===== src/rtl/button_debounce_multi_pkg.sv =====
// Shared definitions for the multi-channel push-button debouncer:
// default parameter values, a width helper and the idle pin level.
package button_pkg;

    localparam int DEF_N_CH            = 4;
    localparam int DEF_ACTIVE_LOW      = 1;
    localparam int DEF_DEBOUNCE_CYCLES = 200000;
    localparam int DEF_LONG_CYCLES     = 10000000;
    localparam int DEF_REPEAT_CYCLES   = 2000000;

    // Ceiling log2, usable in parameter and localparam expressions.
    function automatic int clog2(input int value);
        int result;
        result = 0;
        for (int v = value - 1; v > 0; v = v >> 1) begin
            result++;
        end
        return result;
    endfunction

    // Pin level of a released button: high for active-low wiring.
    function automatic logic IDLE_LEVEL(input int active_low);
        return (active_low != 0);
    endfunction

endpackage


===== src/rtl/button_debounce_multi_if.sv =====
// Button pins in, debounced level and event pulses out, one bit per channel.
interface button_debounce_multi_if
    import button_pkg::*;
#(
    parameter int N_CH = DEF_N_CH
);
    logic [N_CH-1:0] i_Btn;
    logic [N_CH-1:0] o_Pressed;
    logic [N_CH-1:0] o_Press_Pulse;
    logic [N_CH-1:0] o_Release_Pulse;
    logic [N_CH-1:0] o_Long_Pulse;
    logic [N_CH-1:0] o_Repeat_Pulse;

    // Board side: drives the pins, consumes the debounced events.
    modport master (
        output i_Btn,
        input  o_Pressed, o_Press_Pulse, o_Release_Pulse, o_Long_Pulse, o_Repeat_Pulse
    );

    // Debouncer side.
    modport slave (
        input  i_Btn,
        output o_Pressed, o_Press_Pulse, o_Release_Pulse, o_Long_Pulse, o_Repeat_Pulse
    );
endinterface


===== src/rtl/button_debounce_multi_ch.sv =====
// One debounced button channel: 2-flop synchroniser, stability counter,
// level register, hold counter and single-cycle event pulses.
module button_debounce_ch
    import button_pkg::*;
#(
    parameter int ACTIVE_LOW      = DEF_ACTIVE_LOW,
    parameter int DEBOUNCE_CYCLES = DEF_DEBOUNCE_CYCLES,
    parameter int LONG_CYCLES     = DEF_LONG_CYCLES,
    parameter int REPEAT_CYCLES   = DEF_REPEAT_CYCLES
) (
    input  logic clk,
    input  logic rst,
    input  logic btn,
    output logic pressed,
    output logic press_pulse,
    output logic release_pulse,
    output logic long_pulse,
    output logic repeat_pulse
);

    localparam logic IDLE   = IDLE_LEVEL(ACTIVE_LOW);
    localparam int   STAB_W = clog2(DEBOUNCE_CYCLES) + 1;
    localparam int   HOLD_W = clog2(LONG_CYCLES + REPEAT_CYCLES) + 1;

    localparam logic [STAB_W-1:0] STAB_LAST = STAB_W'(DEBOUNCE_CYCLES - 1);
    localparam logic [HOLD_W-1:0] LONG_LAST = HOLD_W'(LONG_CYCLES - 1);
    localparam logic [HOLD_W-1:0] LONG_AT   = HOLD_W'(LONG_CYCLES);
    localparam logic [HOLD_W-1:0] REP_LAST  = HOLD_W'(LONG_CYCLES + REPEAT_CYCLES - 1);

    logic              sync_1;
    logic              sync_2;
    logic              sample;
    logic              mismatch;
    logic              accept;
    logic              rise;
    logic              fall;
    logic [STAB_W-1:0] stab_cnt;
    logic [HOLD_W-1:0] hold_cnt;

    // Two-stage synchroniser, reset to the released pin level.
    // NOTE: every clocked assignment uses <= so sync_2 takes the old sync_1;
    // with = the two flops would collapse into one.
    always_ff @(posedge clk) begin
        if (rst) begin
            sync_1 <= IDLE;
            sync_2 <= IDLE;
        end else begin
            sync_1 <= btn;
            sync_2 <= sync_1;
        end
    end

    // Normalise polarity so 1 always means pressed.
    assign sample   = sync_2 ^ IDLE;
    assign mismatch = (sample != pressed);
    assign accept   = mismatch && (stab_cnt == STAB_LAST);
    assign rise     = accept && !pressed;
    assign fall     = accept && pressed;

    // Count consecutive disagreeing samples; any agreement restarts the count.
    always_ff @(posedge clk) begin
        if (rst || !mismatch || accept) begin
            stab_cnt <= '0;
        end else begin
            stab_cnt <= stab_cnt + 1'b1;
        end
    end

    // Accepted level and its press/release edge pulses.
    always_ff @(posedge clk) begin
        if (rst) begin
            pressed       <= 1'b0;
            press_pulse   <= 1'b0;
            release_pulse <= 1'b0;
        end else begin
            press_pulse   <= rise;
            release_pulse <= fall;
            if (accept) begin
                pressed <= ~pressed;
            end
        end
    end

    // Hold timer: long pulse at LONG_CYCLES, then a repeat every
    // REPEAT_CYCLES by folding the count back to LONG_CYCLES; with repeat
    // disabled it parks at LONG_CYCLES. A release on the same edge wins.
    always_ff @(posedge clk) begin
        if (rst) begin
            hold_cnt     <= '0;
            long_pulse   <= 1'b0;
            repeat_pulse <= 1'b0;
        end else begin
            long_pulse   <= 1'b0;
            repeat_pulse <= 1'b0;
            if (!pressed || fall) begin
                hold_cnt <= '0;
            end else if (hold_cnt == LONG_LAST) begin
                hold_cnt   <= hold_cnt + 1'b1;
                long_pulse <= 1'b1;
            end else if ((REPEAT_CYCLES != 0) && (hold_cnt == REP_LAST)) begin
                hold_cnt     <= LONG_AT;
                repeat_pulse <= 1'b1;
            end else if ((REPEAT_CYCLES != 0) || (hold_cnt != LONG_AT)) begin
                hold_cnt <= hold_cnt + 1'b1;
            end
        end
    end

endmodule


===== src/rtl/button_debounce_multi.sv =====
// Multi-channel push-button debouncer: N_CH independent channels, the top
// level only slices the per-channel bits out of the interface vectors.
module button_debounce_multi
    import button_pkg::*;
#(
    parameter int N_CH            = DEF_N_CH,
    parameter int ACTIVE_LOW      = DEF_ACTIVE_LOW,
    parameter int DEBOUNCE_CYCLES = DEF_DEBOUNCE_CYCLES,
    parameter int LONG_CYCLES     = DEF_LONG_CYCLES,
    parameter int REPEAT_CYCLES   = DEF_REPEAT_CYCLES
) (
    input  logic                    i_Clock10MHz,
    input  logic                    i_Rst,
    button_debounce_multi_if.slave  bus
);

    logic [N_CH-1:0] pressed;
    logic [N_CH-1:0] press_pulse;
    logic [N_CH-1:0] release_pulse;
    logic [N_CH-1:0] long_pulse;
    logic [N_CH-1:0] repeat_pulse;

    for (genvar g = 0; g < N_CH; g++) begin : g_ch
        button_debounce_ch #(
            .ACTIVE_LOW      (ACTIVE_LOW),
            .DEBOUNCE_CYCLES (DEBOUNCE_CYCLES),
            .LONG_CYCLES     (LONG_CYCLES),
            .REPEAT_CYCLES   (REPEAT_CYCLES)
        ) u_ch (
            .clk           (i_Clock10MHz),
            .rst           (i_Rst),
            .btn           (bus.i_Btn[g]),
            .pressed       (pressed[g]),
            .press_pulse   (press_pulse[g]),
            .release_pulse (release_pulse[g]),
            .long_pulse    (long_pulse[g]),
            .repeat_pulse  (repeat_pulse[g])
        );
    end

    assign bus.o_Pressed       = pressed;
    assign bus.o_Press_Pulse   = press_pulse;
    assign bus.o_Release_Pulse = release_pulse;
    assign bus.o_Long_Pulse    = long_pulse;
    assign bus.o_Repeat_Pulse  = repeat_pulse;

endmodule


===== src/flat_wrapper.sv =====
// flat-port wrapper written by rule: the top's interface ports become plain ports
module button_debounce_multi_flat import button_pkg::*;
#(
    parameter int N_CH            = DEF_N_CH,
    parameter int ACTIVE_LOW      = DEF_ACTIVE_LOW,
    parameter int DEBOUNCE_CYCLES = DEF_DEBOUNCE_CYCLES,
    parameter int LONG_CYCLES     = DEF_LONG_CYCLES,
    parameter int REPEAT_CYCLES   = DEF_REPEAT_CYCLES
)
  (i_Clock10MHz, i_Rst, bus_i_Btn, bus_o_Pressed, bus_o_Press_Pulse, bus_o_Release_Pulse, bus_o_Long_Pulse, bus_o_Repeat_Pulse);
  button_debounce_multi_if #(.N_CH(N_CH)) bus_i ();
  input  logic i_Clock10MHz;
  input  logic i_Rst;
  input wire logic [$bits(bus_i.i_Btn)-1:0] bus_i_Btn;
  output wire logic [$bits(bus_i.o_Pressed)-1:0] bus_o_Pressed;
  output wire logic [$bits(bus_i.o_Press_Pulse)-1:0] bus_o_Press_Pulse;
  output wire logic [$bits(bus_i.o_Release_Pulse)-1:0] bus_o_Release_Pulse;
  output wire logic [$bits(bus_i.o_Long_Pulse)-1:0] bus_o_Long_Pulse;
  output wire logic [$bits(bus_i.o_Repeat_Pulse)-1:0] bus_o_Repeat_Pulse;
  assign bus_i.i_Btn = bus_i_Btn;
  assign bus_o_Pressed = bus_i.o_Pressed;
  assign bus_o_Press_Pulse = bus_i.o_Press_Pulse;
  assign bus_o_Release_Pulse = bus_i.o_Release_Pulse;
  assign bus_o_Long_Pulse = bus_i.o_Long_Pulse;
  assign bus_o_Repeat_Pulse = bus_i.o_Repeat_Pulse;
  button_debounce_multi #(.N_CH(N_CH), .ACTIVE_LOW(ACTIVE_LOW), .DEBOUNCE_CYCLES(DEBOUNCE_CYCLES), .LONG_CYCLES(LONG_CYCLES), .REPEAT_CYCLES(REPEAT_CYCLES)) u_core (.i_Clock10MHz(i_Clock10MHz), .i_Rst(i_Rst), .bus(bus_i));
endmodule

===== config.mk =====
export PLATFORM = sky130hd
export DESIGN_NAME = button_debounce_multi_flat
export DESIGN_NICKNAME = d
export VERILOG_FILES = /design/src/rtl/button_debounce_multi_pkg.sv /design/src/rtl/button_debounce_multi_if.sv /design/src/rtl/button_debounce_multi_ch.sv /design/src/rtl/button_debounce_multi.sv /design/src/flat_wrapper.sv
export SDC_FILE = /design/constraint.sdc
export NUM_CORES = 1
export LEC_CHECK = 0
export ABC_AREA = 1
export BUFFER_PORTS_ARGS = -buffer_cell sky130_fd_sc_hd__buf_2
export CORE_AREA = 2 2 228 118
export DETAILED_ROUTE_END_ITERATION = 6
export DIE_AREA = 0 0 230 120
export SYNTH_ARGS = -nofsm -noshare
export SYNTH_HDL_FRONTEND = slang
export SYNTH_SLANG_ARGS = --single-unit

===== constraint.sdc =====
create_clock -name i_Clock10MHz -period 2.94 [get_ports i_Clock10MHz]
set_input_delay 0.588 -clock i_Clock10MHz [delete_from_list [all_inputs] [get_ports i_Clock10MHz]]
set_output_delay 0.588 -clock i_Clock10MHz [all_outputs]
set_load 0.02 [all_outputs]

==> summary.md, run 1 <==
| Metric | Value |
|---|---|
| Clk slew on worst S/H paths | 0.06 ns |
| Critical path fanouts, max | 19 |
| Status | finished clean |
| Resized cells post-CTS | 0 |
| Die Ht | 120 um |
| Worst R2R Setup Slack | 1.11 ns |
| Most frequent cells in the layout | 395 x nand2_1, 342 x nor2_1, 204 x dfxtp_1, 170 x inv_1, 96 x nand3_1 |
| Fin Hold WS | 0.264 ns |
| Final Max Slew Viols | 0 |
| Rel. slew slack | 0.719 |
| Minimum clock period after layout | 1.83 ns |
| Final hold vios | 0 |
| Inst Count DP | 1919 |
| Level count of the clock H-tree | 1 |
| Final wirelength | about 25000 um |
| Synth cell types | 32 |
| Most common cell after layout, fill and taps aside | nand2_1 |
| Largest net degree at the start of global routing | 21 |
| Antenna cells | 0 |
| CORE AREA | between 20000 and 30000 um^2 |
| Required time of the critical path | 3.35 ns |
| Hold_buf cts | 0 |
| Routed WL per cell | 13.0 um |
| TritonCTS clock tree | yes |
| Number of global-route vias before repair | 8008 |
| Die width | 230 um |
| PwrDens | 462 nW/um^2 |
| First-pass DRT Iterations | 6 |
| Dpl hpwl | 19400 um |
| Synthesis Warnings | 0 |
| Clk_lat worst skew | 0.51 ns |
| Worst-case clock buffer depth | 3 |
| Placer Congestion | 0.913 |
| Drt via density | 4.84 |
| NumNets Final | 1604 |
| CP Launch Point | u_core.g_ch[2].u_ch.stab_cnt[0] |
| Final period util | 0.622 |
| Final setup fails | 0 |
| First-pass GRT wire length | approximately 42000 um |
| Filler Cell Count | 2635 |
| Capture point of the critical path | u_core.g_ch[2].u_ch.hold_cnt[15] |
| R2R depth | 7 |
| Pin slew with the least headroom to its limit | around 0.42 ns |
| Vias | 9471 |
| Mean area per synthesized cell | 6.75 um^2 |
| Post-CTS Repair Setup Buffers | 0 |
| Die area | roughly 28000 um^2 |
| Endpoint class of the critical path | flop |
| Iter 0 DRT Violations | 940 |
| Number of max-cap violations | 0 |
| Root Driver | clkbuf_16 |
| I/O pins | 26 |
| P_leak | roughly 3.8 nW |
| Clock sinks | approximately 200 |
| FF-to-FF Start | u_core.g_ch[2].u_ch.stab_cnt[0] |
| Layout cell share with drive strength beyond 1 | 0.0786 |
| Setup TNS Final | 0 ns |
| Std cell rows | 42 |
| Sequential-to-total area share from yosys stat | 0.385 |
| Clk_skew | 0.0201 ns |
| Initial Util | 0.412 |
| Num CTS Buffers | 21 |
| Post-route insts no fill | 1956 |
| Worst VDD drop | 361 uV |
| Worst Path Arrival | 2.24 ns |
| Synth Net Count | 1588 |
| Post-route ant nets | 0 |
| Post-Synthesis Cells | 1574 |
| Mapped cell area | roughly 11000 um^2 |
| Worst Setup Path Type | flop to flop |
| Hold Crit Class | primary input to flop |
| Crit path launch type | flop |
| Total GRT Usage | 0.185 |
| Synth Register Bits | 204 |
| DRC viols | 0 |
| Fmax | around 550 MHz |
| FF-to-FF End | u_core.g_ch[2].u_ch.hold_cnt[15] |
| RSZ-0062 raised after global routing | false |
| Area growth syn-to-layout | 8.87% |
| IO buf count | 25 |
| Initial antenna violation count | 0 |
| Total grt overflow | 0 |
-- metal layers --
| layer | vias to the layer above | global-route usage | part of all wire |
|---|---|---|---|
| met3 | 33 | 0.0387 | 0.088 |
| met4 | 0 | 0.0343 | 0.015 |
| met1 | 4180 | 0.324 | 0.58 |
| met2 | 297 | 0.214 | 0.32 |
| li1 | 4961 | - | - |
| met5 | - | 0 | 0 |
-- final cells by class --
type,count,area [um^2],share of cell area
clock buffers,33,611,0.0528
multi-input cells,1164,5630,0.487
clock inverters,4,22.5,0.00195
inverters,174,653,0.0565
well taps,352,440,0.0381
flip-flops and latches,204,4080,0.353
repair buffers,25,125,0.0108
-- synth_stat cells --
master / n / area [um^2]
nor2_4: 9 / 101
nor2_1: 342 / 1280
xnor2_1: 20 / 175
nand3_1: 96 / 480
o21ai_0: 17 / 85.1
inv_2: 4 / 15.0
nor3_2: 4 / 40.0
and2_1: 4 / 25.0
nand3_2: 10 / 100
buf_4: 22 / 165
nand3b_1: 13 / 97.6
nand3_4: 3 / 52.6
nor4_1: 2 / 12.5
or2_0: 4 / 25.0
nand2_2: 6 / 37.5
nand4_1: 41 / 257
nor2_2: 9 / 56.3
clkbuf_1: 2 / 7.51
dfxtp_1: 204 / 4080
nor3_1: 35 / 175
xor2_1: 55 / 482
buf_6: 7 / 78.8
or2_2: 14 / 87.6
ha_1: 8 / 100
o21ai_2: 3 / 26.3
nand2_4: 9 / 101
nor3_4: 1 / 16.3
nor3b_1: 2 / 15.0
a21oi_1: 62 / 310
inv_1: 170 / 638
clkbuf_2: 1 / 5.00
nand2_1: 395 / 1480
-- worst min path at each step --
stage | startpoint | end | slack, ns | cells after the start
3_3_place_gp | u_core.g_ch[1].u_ch.sync_1 | u_core.g_ch[1].u_ch.sync_2 | 0.39 | 1
6_report | bus_i_Btn[1] | u_core.g_ch[1].u_ch.sync_1 | 0.26 | 2
2_1_floorplan | u_core.g_ch[0].u_ch.sync_1 | u_core.g_ch[0].u_ch.sync_2 | 0.39 | 1
5_1_grt | bus_i_Btn[1] | u_core.g_ch[1].u_ch.sync_1 | 0.26 | 2
3_5_place_dp | u_core.g_ch[1].u_ch.sync_1 | u_core.g_ch[1].u_ch.sync_2 | 0.39 | 1
4_1_cts | bus_i_Btn[1] | u_core.g_ch[1].u_ch.sync_1 | 0.24 | 2
-- flip-flops by register name, summed over array words and instances, names as in the netlist --
name	count
u_core.g_ch.u_ch.sync_2	4
u_core.g_ch.u_ch.repeat_pulse	4
u_core.g_ch.u_ch.pressed	4
u_core.g_ch.u_ch.long_pulse	4
u_core.g_ch.u_ch.hold_cnt	100
u_core.g_ch.u_ch.sync_1	4
u_core.g_ch.u_ch.release_pulse	4
u_core.g_ch.u_ch.stab_cnt	76
u_core.g_ch.u_ch.press_pulse	4
-- logic make-up (layout without fill, tap and decap cells) --
kind of cell	Yosys count	after routing	share of synthesized area
simple gates	999	999	0.419
flops	204	204	0.385
buf+inv	206	236	0.0857
fa+ha+maj	8	8	0.00943
compound gates	82	82	0.0397
xor+xnor	75	75	0.0619
-- stage by stage --
| step | utilization | setup WS, ns | power, W | area (um^2) |
|---|---|---|---|---|
| 5_1_grt | 0.449 | 0.926 | 0.00553 | 11600 |
| 4_1_cts | 0.449 | 1.11 | 0.00541 | 11600 |
| 2_1_floorplan | - | 1.39 | 0.00286 | 10600 |
| 3_5_place_dp | 0.424 | 1.12 | 0.00287 | 10900 |
| 6_report | 0.449 | 1.11 | 0.00534 | 11600 |
| 3_3_place_gp | 0.424 | 1.18 | 0.00287 | 10900 |
-- critical path, cell delays in order (launching register included) --
cell     delay (ns)
dfxtp_1        0.45
ha_1           0.29
nand3_2        0.17
nor3_4         0.22
nand3_4        0.14
nand2_4        0.26
inv_2          0.05
and2_1         0.13
-- where the power goes --
part | switching [W] | internal [W]
combinational | 0.0000226 | 0.00000981
sequential | 0.00000377 | 0.00277
clock | 0.00111 | 0.00142
total | 0.00114 | 0.00420
No activity file was read; power rests on OpenSTA's default activity.
==> inputs of run 2 (changes only) <==
clock period = 1.8 ns   (was 2.94 ns; I/O delays follow)
==> run 2 against run 1 <==
  * Sequential power increased by 64%
  * Fmax increased by 9.0%
  * Hold slack got worse by 0.22 ns
  * Wire length increased by 0.99%
  * Critical path depth increased by 1
  * First-iteration DRC count increased by 2.8%
  * Total power increased by 68%
  * Critical endpoint is now u_core.g_ch[1].u_ch.hold_cnt[19]
  * Non-clock buffer count increased by 16
  * Core utilization increased by 0.72 points
  * Sequential share of layout area decreased by 0.56 points
  * Final cell count increased by 0.72%
==> summary.md, run 2 (synthesis results as in run 1) <==
| Metric | Value |
|---|---|
| Final setup fails | 0 (unchanged) |
| Layout cell share with drive strength beyond 1 | 0.0884 (was 0.0786) |
| Dpl hpwl | 19500 um (was 19400 um) |
| CP Launch Point | u_core.g_ch[1].u_ch.stab_cnt[1] (was u_core.g_ch[2].u_ch.stab_cnt[0]) |
| CP cell instances | ha_1, nand3_2, nor3_2, nand3_4, nand2_4, inv_1, nand2_1, inv_1 (was ha_1, nand3_2, nor3_4, nand3_4, nand2_4, inv_2, and2_1) |
| IO buf count | 25 (unchanged) |
| P_leak | 3.90 nW (was 3.79 nW) |
| WP depth | 8 (was 7) |
| Largest net degree at the start of global routing | 20 (was 21) |
| Total GRT Usage | 0.187 (was 0.185) |
| PwrDens | 767 nW/um^2 (was 462 nW/um^2) |
| Worst slack, placed | 0.122 ns (was 1.12 ns) |
| Iter 0 DRT Violations | 966 (was 940) |
| Root Driver | clkbuf_16 (unchanged) |
| First-pass GRT wire length | 42300 um (was 41800 um) |
| Clk_lat worst skew | 0.51 ns (about the same) |
| Register with the most flip-flops | u_core.g_ch.u_ch.hold_cnt (unchanged) |
| Top Registers | u_core.g_ch.u_ch.hold_cnt x100, u_core.g_ch.u_ch.stab_cnt x76 (unchanged) |
| TritonCTS clock tree | yes (unchanged) |
| Die area | 27600 um^2 (unchanged) |
| Fmax | 596 MHz (was 547 MHz) |
| Max reg flops | 100 (unchanged) |
| Crit path max-delay family | simple AND/OR/NAND/NOR gates (unchanged) |
| RSZ-0062 raised after global routing | false (unchanged) |
| Initial Util | 0.412 (unchanged) |
| Required time of the critical path | 2.20 ns (was 3.35 ns) |
| Clock sinks | 204 (unchanged) |
| Worst Setup Path Type | flop to flop (unchanged) |
| Final wirelength | 25600 um (was 25300 um) |
| Most frequent cells in the layout | 395 x nand2_1, 341 x nor2_1, 204 x dfxtp_1, 170 x inv_1, 96 x nand3_1 (was 395 x nand2_1, 342 x nor2_1, 204 x dfxtp_1, 170 x inv_1, 96 x nand3_1) |
| Worst path buffer plus inverter count | 2 (was 1) |
| Worst Path Arrival | 2.08 ns (was 2.24 ns) |
| Rel. slew slack | 0.682 (was 0.719) |
| Clk_skew | 0.0101 ns (was 0.0201 ns) |
| Overall power | 0.00900 W (was 0.00534 W) |
| I/O pins | 26 (unchanged) |
| Hold_buf cts | 0 (unchanged) |
| Setup TNS Final | 0 ns (unchanged) |
| Antenna cells | 0 (unchanged) |
| Capture point of the critical path | u_core.g_ch[1].u_ch.hold_cnt[19] (was u_core.g_ch[2].u_ch.hold_cnt[15]) |
| Clk slew on worst S/H paths | 0.06 ns (about the same) |
| Number of max-cap violations | 0 (unchanged) |
| Worst VDD drop | 550 uV (was 361 uV) |
| Die Ht | 120 um (unchanged) |
| Pin slew with the least headroom to its limit | 0.475 ns (was 0.419 ns) |
| Total grt overflow | 0 (unchanged) |
| Routed WL per cell | 13.0 um (about the same) |
| Final hold vios | 0 (unchanged) |
| DRC viols | 0 (unchanged) |
| First-pass DRT Iterations | 5 (was 6) |
| Minimum clock period after layout | 1.68 ns (was 1.83 ns) |
| Die width | 230 um (unchanged) |
| Filler Cell Count | 2594 (was 2635) |
| Worst-case clock buffer depth | 3 (unchanged) |
| Worst R2R Setup Slack | 0.12 ns (was 1.11 ns) |
| Placer Congestion | 0.940 (was 0.913) |
| Slowest cell delay on critical path | 0.35 ns (was 0.45 ns) |
| Worst setup margin | 0.122 ns (was 1.11 ns) |
| Initial antenna violation count | 0 (unchanged) |
| Post-route ant nets | 0 (unchanged) |
| Endpoint class of the critical path | flop (unchanged) |
| Crit path launch type | flop (unchanged) |
| Std cell rows | 42 (unchanged) |
| Vias | 9542 (was 9471) |
| Final period util | 0.932 (was 0.622) |
| Final Max Slew Viols | 0 (unchanged) |
| CP most frequent cell | inv_1 |
| Area growth syn-to-layout | 10.6% (was 8.87%) |
| CORE AREA | 25700 um^2 (unchanged) |
| Num CTS Buffers | 21 (unchanged) |
| Most common cell after layout, fill and taps aside | nand2_1 (unchanged) |
| Critical path fanouts, max | 19 (unchanged) |
| Level count of the clock H-tree | 1 (unchanged) |
| Hold Crit Class | primary input to flop (unchanged) |
| FF-to-FF Start | u_core.g_ch[1].u_ch.stab_cnt[1] (was u_core.g_ch[2].u_ch.stab_cnt[0]) |
| Number of global-route vias before repair | 8208 (was 8008) |
| NumNets Final | 1620 (was 1604) |
| CP max stage cell | dfxtp_1 (unchanged) |
| FF-to-FF End | u_core.g_ch[1].u_ch.hold_cnt[19] (was u_core.g_ch[2].u_ch.hold_cnt[15]) |
| R2R depth | 8 (was 7) |
| Drt via density | 4.84 (about the same) |
| Status | finished clean (unchanged) |
## run 2: cell types whose count changed in the layout (fill, tap and decap cells not counted), sizes merged
cell,before,now
bufinv,0,2
clkbuf,33,31
clkinv,3,1
buf,25,41
## run 2: how the worst min path moves through the flow
stage                     cells past startpoint  slack (ns)                    endpoint                        from
final                                         2        0.04  u_core.g_ch[0].u_ch.sync_1                bus_i_Btn[0]
after global routing                          2        0.03  u_core.g_ch[1].u_ch.sync_1                bus_i_Btn[1]
after CTS                                     2        0.03  u_core.g_ch[0].u_ch.sync_1                bus_i_Btn[0]
after detailed placement                      1        0.39  u_core.g_ch[0].u_ch.sync_2  u_core.g_ch[0].u_ch.sync_1
after global placement                        1        0.39  u_core.g_ch[0].u_ch.sync_2  u_core.g_ch[0].u_ch.sync_1
after floorplan                               1        0.39  u_core.g_ch[0].u_ch.sync_2  u_core.g_ch[0].u_ch.sync_1
## run 2: per-layer routing
layer | global-route usage | up-vias | wire length, um
met2 | 0.224 | 280 | 8670
met4 | 0.0286 | 0 | 242
met3 | 0.0378 | 22 | 1970
li1 | - | 4977 | -
met1 | 0.324 | 4263 | 14700
met5 | 0 | - | 0
## run 2: timing repair
item	in CTS	in global routing
buffers inserted	0	0
gates resized for setup	0	2
setup endpoints to repair	0	11
## run 2: worst register-to-register path, cell delays in order (launching register included)
cell and delay (ns):
dfxtp_1 0.35, ha_1 0.22, nand3_2 0.14, nor3_2 0.24, nand3_4 0.17, nand2_4 0.25
inv_1 0.10, nand2_1 0.08, inv_1 0.03
## run 2: area by class of cell
type                       instances  area [um^2]  share of cell area
timing repair buffer              41          258              0.0219
clock buffer                      31          603              0.0513
inverter                         174          653              0.0556
sequential                       204         4080               0.348
tap                              352          440              0.0375
multi-input combinational       1164         5640               0.480
clock inverter                     4         72.6             0.00618
## run 2: power breakdown
part / internal [W] / switching [W] / total, W / leakage (nW)
combinational: 0.0000203 / 0.0000393 / 0.0000596 / 1.93
clock: 0.00260 / 0.00182 / 0.00442 / 0.327
sequential: 0.00452 / 0.00000471 / 0.00453 / 1.64
## run 2: per-stage QoR
| stage | util | hold slack (ns) | area, um^2 | cells |
|---|---|---|---|---|
| finish | 0.456 | 0.0441 | 11700 | 1970 |
| floorplan | - | 0.389 | 10600 | 1574 |
| detailed placement | 0.430 | 0.392 | 11100 | 1935 |
| global route | 0.456 | 0.0314 | 11700 | 1970 |
| global placement | 0.430 | 0.392 | 11100 | 1935 |
| CTS | 0.456 | 0.0253 | 11700 | 1970 |
